==> config.mk <==
export PLATFORM = sky130hd
export DESIGN_NAME = regfile_writeback
export DESIGN_NICKNAME = d
export VERILOG_FILES = /design/src/rtl/regfile_writeback.sv
export SDC_FILE = /design/constraint.sdc
export NUM_CORES = 1
export LEC_CHECK = 0
export ABC_CLOCK_PERIOD_IN_PS = 4900
export CAP_MARGIN = 10
export CORE_MARGIN = 10
export CORE_UTILIZATION = 60
export DETAILED_ROUTE_END_ITERATION = 12
export PLACE_DENSITY_LB_ADDON = 0.12
export REMOVE_ABC_BUFFERS = 1
export SYNTH_ARGS = -nofsm -noshare
export SYNTH_HDL_FRONTEND = slang
export SYNTH_SLANG_ARGS = --single-unit
==> constraint.sdc <==
create_clock -name clock -period 4.9 [get_ports clock]
set_input_delay 1.47 -clock clock [delete_from_list [all_inputs] [get_ports clock]]
set_output_delay 1.47 -clock clock [all_outputs]
set_load 0.02 [all_outputs]
==> src/rtl/regfile_writeback.sv <==
// maxicore32 register file, flag register and condition evaluator, with a one-entry
// pending-writeback stage that aligns destination info with the ALU's one-cycle latency.
module regfile_writeback #(
   parameter int NUM_REGS = 16
) (
   input  logic        clock,
   input  logic        reset,
   input  logic [3:0]  read_addr2,
   input  logic [3:0]  read_addr3,
   output logic [31:0] reg2_data,
   output logic [31:0] reg3_data,
   input  logic        issue_valid,
   input  logic [3:0]  issue_dest,
   input  logic        issue_write,
   input  logic        issue_flags,
   input  logic [31:0] alu_result,
   input  logic        alu_carry,
   input  logic        alu_zero,
   input  logic        alu_neg,
   input  logic        alu_over,
   input  logic        load_write,
   input  logic [3:0]  load_addr,
   input  logic [31:0] load_data,
   output logic        load_ready,
   output logic        carry_flag,
   output logic [3:0]  flags,
   input  logic [3:0]  cond,
   output logic        cond_true
);

   logic [31:0] regs_r [NUM_REGS];
   logic [3:0]  flags_r;
   logic        pend_valid_r;
   logic [3:0]  pend_dest_r;
   logic        pend_write_r;
   logic        pend_flags_r;

   logic        pend_write_s;
   logic        pend_flags_s;
   logic [3:0]  alu_flags_s;
   logic [3:0]  eff_flags_s;

   assign pend_write_s = pend_valid_r & pend_write_r;
   assign pend_flags_s = pend_valid_r & pend_flags_r;
   assign alu_flags_s  = {alu_carry, alu_zero, alu_neg, alu_over};
   assign load_ready   = load_write & ~pend_write_s;
   assign flags        = flags_r;

   // Pending stage, register file and stored flags; the ALU writeback always beats the load port.
   always_ff @(posedge clock) begin
      if (reset) begin
         pend_valid_r <= 1'b0;
         pend_dest_r  <= 4'd0;
         pend_write_r <= 1'b0;
         pend_flags_r <= 1'b0;
         flags_r      <= 4'd0;
         for (int i = 0; i < NUM_REGS; i++) begin
            regs_r[i] <= 32'd0;
         end
      end else begin
         pend_valid_r <= issue_valid;
         pend_dest_r  <= issue_dest;
         pend_write_r <= issue_write & issue_valid;
         pend_flags_r <= issue_flags & issue_valid;
         if (pend_write_s) begin
            regs_r[pend_dest_r] <= alu_result;
         end else if (load_ready) begin
            regs_r[load_addr] <= load_data;
         end
         if (pend_flags_s) begin
            flags_r <= alu_flags_s;
         end
      end
   end

   // Operand read with forwarding: in-flight ALU result first, then the accepted load.
   always_comb begin
      reg2_data = regs_r[read_addr2];
      reg3_data = regs_r[read_addr3];
      if (pend_write_s && (read_addr2 == pend_dest_r)) begin
         reg2_data = alu_result;
      end else if (load_ready && (read_addr2 == load_addr)) begin
         reg2_data = load_data;
      end else begin
         reg2_data = regs_r[read_addr2];
      end
      if (pend_write_s && (read_addr3 == pend_dest_r)) begin
         reg3_data = alu_result;
      end else if (load_ready && (read_addr3 == load_addr)) begin
         reg3_data = load_data;
      end else begin
         reg3_data = regs_r[read_addr3];
      end
   end

   // Effective flags and condition evaluation; eff_flags_s is {C,Z,N,V}, C is borrow after subtract.
   always_comb begin
      eff_flags_s = flags_r;
      if (pend_flags_s) begin
         eff_flags_s = alu_flags_s;
      end else begin
         eff_flags_s = flags_r;
      end
      carry_flag = eff_flags_s[3];
      case (cond)
         4'd0:    cond_true = 1'b1;
         4'd1:    cond_true = eff_flags_s[2];
         4'd2:    cond_true = ~eff_flags_s[2];
         4'd3:    cond_true = eff_flags_s[3];
         4'd4:    cond_true = ~eff_flags_s[3];
         4'd5:    cond_true = eff_flags_s[1];
         4'd6:    cond_true = ~eff_flags_s[1];
         4'd7:    cond_true = eff_flags_s[0];
         4'd8:    cond_true = ~eff_flags_s[0];
         4'd9:    cond_true = ~eff_flags_s[3] & ~eff_flags_s[2];
         4'd10:   cond_true = eff_flags_s[3] | eff_flags_s[2];
         4'd11:   cond_true = (eff_flags_s[1] == eff_flags_s[0]);
         4'd12:   cond_true = (eff_flags_s[1] != eff_flags_s[0]);
         4'd13:   cond_true = ~eff_flags_s[2] & (eff_flags_s[1] == eff_flags_s[0]);
         4'd14:   cond_true = eff_flags_s[2] | (eff_flags_s[1] != eff_flags_s[0]);
         default: cond_true = 1'b0;
      endcase
   end

endmodule

==> metrics <==
final WL=101000 um; Power Density=307 nW/um^2; #FFs+latches synth=523; Slew Limit Fails=0; I/O pin count=165; Worst Skew=0.0179 ns; HP Class=reg2reg; cells taking the most area after synthesis=edfxtp_1 53%, mux4_2 11%, mux2i_1 9.3%, nor2_1 7.4%, a221oi_1 2.6%; # setup viols final=1; clk slew on worst S/H paths=0.05 ns; final hold vios=0; hold endpoint=flags[1]$_SDFF_PP0_; total power=11000 uW; most numerous cell in the Yosys netlist=nor2_1; share of cells above drive strength 1=28.1%; Die Y=239 um; Syn Area/Cell=12.8 sq um; fmax=0.203 GHz; area share of the largest cell type after synthesis=53.4%; RR Startpoint=pend_valid_r$_SDFF_PP0_; Nets=2687; Reg2Reg Depth=10; first-pass GRT wire length=146000 um; register area share after synthesis=54.2%; grt total ovfl=0; Hold Path Depth=2; Least-Margin Pin Slew=0.723 ns; root buffer cell=clkbuf_16; hold buffer count at cts=0; initial antenna violation count=0; Post-synth EDFFs=512; setup ws final=-0.0180 ns; pin count of the biggest net entering global routing=38; Max H-tree Level=2; Cell variety after synth=49; Post-synth top cells=570 x nor2_1, 512 x edfxtp_1, 268 x mux2i_1; Routed wire per std cell=31.1 um; CTS tree=built; full die area=57100 sq um; Worst Setup Path Type=in2out; Slew HR=51.8%; Placeable Area=47500 sq um; Initial DRT Pass Iterations=6; violated checks=setup timing; GR peak layer=met2; clk sinks=523; RR Endpoint=regs_r[7][24]$_SDFFCE_PN0P_; leading area contributor after synthesis=edfxtp_1; met2 usage=54.1%; DRC Markers=0; Worst Path Required=3.43 ns; worst reg2reg setup slack=2.02 ns; global placer's final weighted congestion=0.910; DP HPWL=59700 um; asr flop ratio synth=0%; met3 GRT Util=10.0%; FP Rows=80; n_diodes=0; mapped cell area=28800 sq um; starting density of the core=60.5%; initial DRC count=3730; Top FF cell, synth=edfxtp_1; Yosys warning total=0; Lkg Pwr=0.0141 uW; min-delay src=pend_flags_r$_SDFF_PP0_; vias in the first global route=23120; post-route ant nets=0; critical path fanouts, max=7; WP data arrival=3.45 ns; status=finished, violations left; number of CTS-inserted buffers=56; Mapped Cells=2242; Synth-to-Final Area Change=24.3%; vias per cell=7.09; maximum VDD drop=0.242 mV; total number of vias=22993; GRT Util Overall=34.7%; port bufs=164; min cycle time layout=4.92 ns; TNS Setup=-0.0180 ns; RSZ-0062 raised after global routing=yes; grt met1 use=43.6%; clock buffer depth=3; crit end category=output pin; Die W=239 um; Max-Cap Viols=0; Worst setup SP type=input port; final period utilization=100%; worst skew pair latency=0.62 ns
-- worst max-delay path: stages --
cell,delay [ns]
buf_16,0.12
buf_12,0.16
buf_4,0.13
buf_4,0.10
mux4_2,0.48
mux2_4,0.28
a22oi_2,0.23
nand2_1,0.12
a22o_1,0.19
buf_2,0.15
-- placed cells by master, fill, tap and decap left out, types with 13 or more instances in the layout --
cell type,instances
mux4_1,22
mux2_2,26
a22o_1,21
o31ai_1,16
a22oi_1,46
mux2i_1,263
clkbuf_16,59
clkdlybuf4s50_1,86
nor2b_1,44
buf_4,249
buf_2,53
nor2_1,568
buf_12,73
buf_6,16
mux4_2,143
clkbuf_1,17
nand2_1,43
edfxtp_1,512
a221oi_1,83
clkinv_1,13
nand2_2,16
a21oi_1,25
a2111oi_2,14
inv_1,40
-- metal layers --
| layer | wire length (um) | part of all wire, % |
|---|---|---|
| met1 | 33600 | 33 |
| met2 | 46300 | 46 |
| met3 | 15600 | 15 |
| met4 | 5350 | 5.3 |
| met5 | 0 | 0 |
-- state kept, by name (all words and copies together), names as in the netlist --
signal and cells:
regs_r 512, flags 4, pend_dest_r 4, pend_flags_r 1, pend_valid_r 1, pend_write_r 1
-- worst max path at each step --
stage                        startpoint            end  slack, ns
final                     read_addr2[1]   reg2_data[5]      -0.02
after global routing      read_addr2[1]   reg2_data[5]      -0.05
after CTS                 read_addr2[1]   reg2_data[0]      -0.06
after detailed placement  read_addr3[1]  reg3_data[10]      -0.74
after global placement    read_addr3[1]  reg3_data[10]      -0.73
after floorplan           read_addr3[0]   reg3_data[0]      -0.89
-- kinds of logic after synthesis --
logic type / synth area share, %
XOR/XNOR: 0.548
flip-flops: 54.2
multiplexers: 23.6
AND/OR/NAND/NOR: 10.4
buffers and inverters: 4.27
AO/OA/AOI/OAI: 7.01
-- area by class of cell --
| type | instances | area, sq um |
|---|---|---|
| repair buffers | 509 | 5130 |
| clock inverters | 19 | 130 |
| inverters | 42 | 158 |
| well taps | 615 | 769 |
| multi-input cells | 1461 | 12500 |
| flip-flops and latches | 523 | 15600 |
| fillers | 2945 | 11800 |
| clock buffers | 74 | 1490 |
-- where the power goes --
| part | leakage [uW] | total (uW) | internal [uW] | switching (uW) |
|---|---|---|---|---|
| Combinational | 0.00778 | 1900 | 840 | 1060 |
| Clock | 0.000789 | 3920 | 2210 | 1710 |
| Sequential | 0.00556 | 5160 | 5070 | 89.4 |
| Total | 0.0141 | 11000 | 8110 | 2860 |
-- stage by stage --
stage               instances  worst slack, ns  cell area (sq um)  hold slack, ns  util [%]
CTS                      3202          -0.0585              35200           0.535      74.1
detailed placement       3065           -0.735              33000           0.526      69.4
global placement         3065           -0.730              33000           0.498      69.4
floorplan                2025           -0.894              27700           0.471         -
finish                   3243          -0.0180              35800           0.531      75.3
global route             3243          -0.0538              35800           0.579      75.3
-- repair_timing --
| item | in CTS | in global routing |
|---|---|---|
| setup buffers | 40 | 41 |
| resized for setup | 341 | 73 |
| cloned | 4 | 2 |
| setup endpoints to repair | 65 | 51 |
| pin swaps | 21 | 19 |
(Power assumes the default switching activity.)
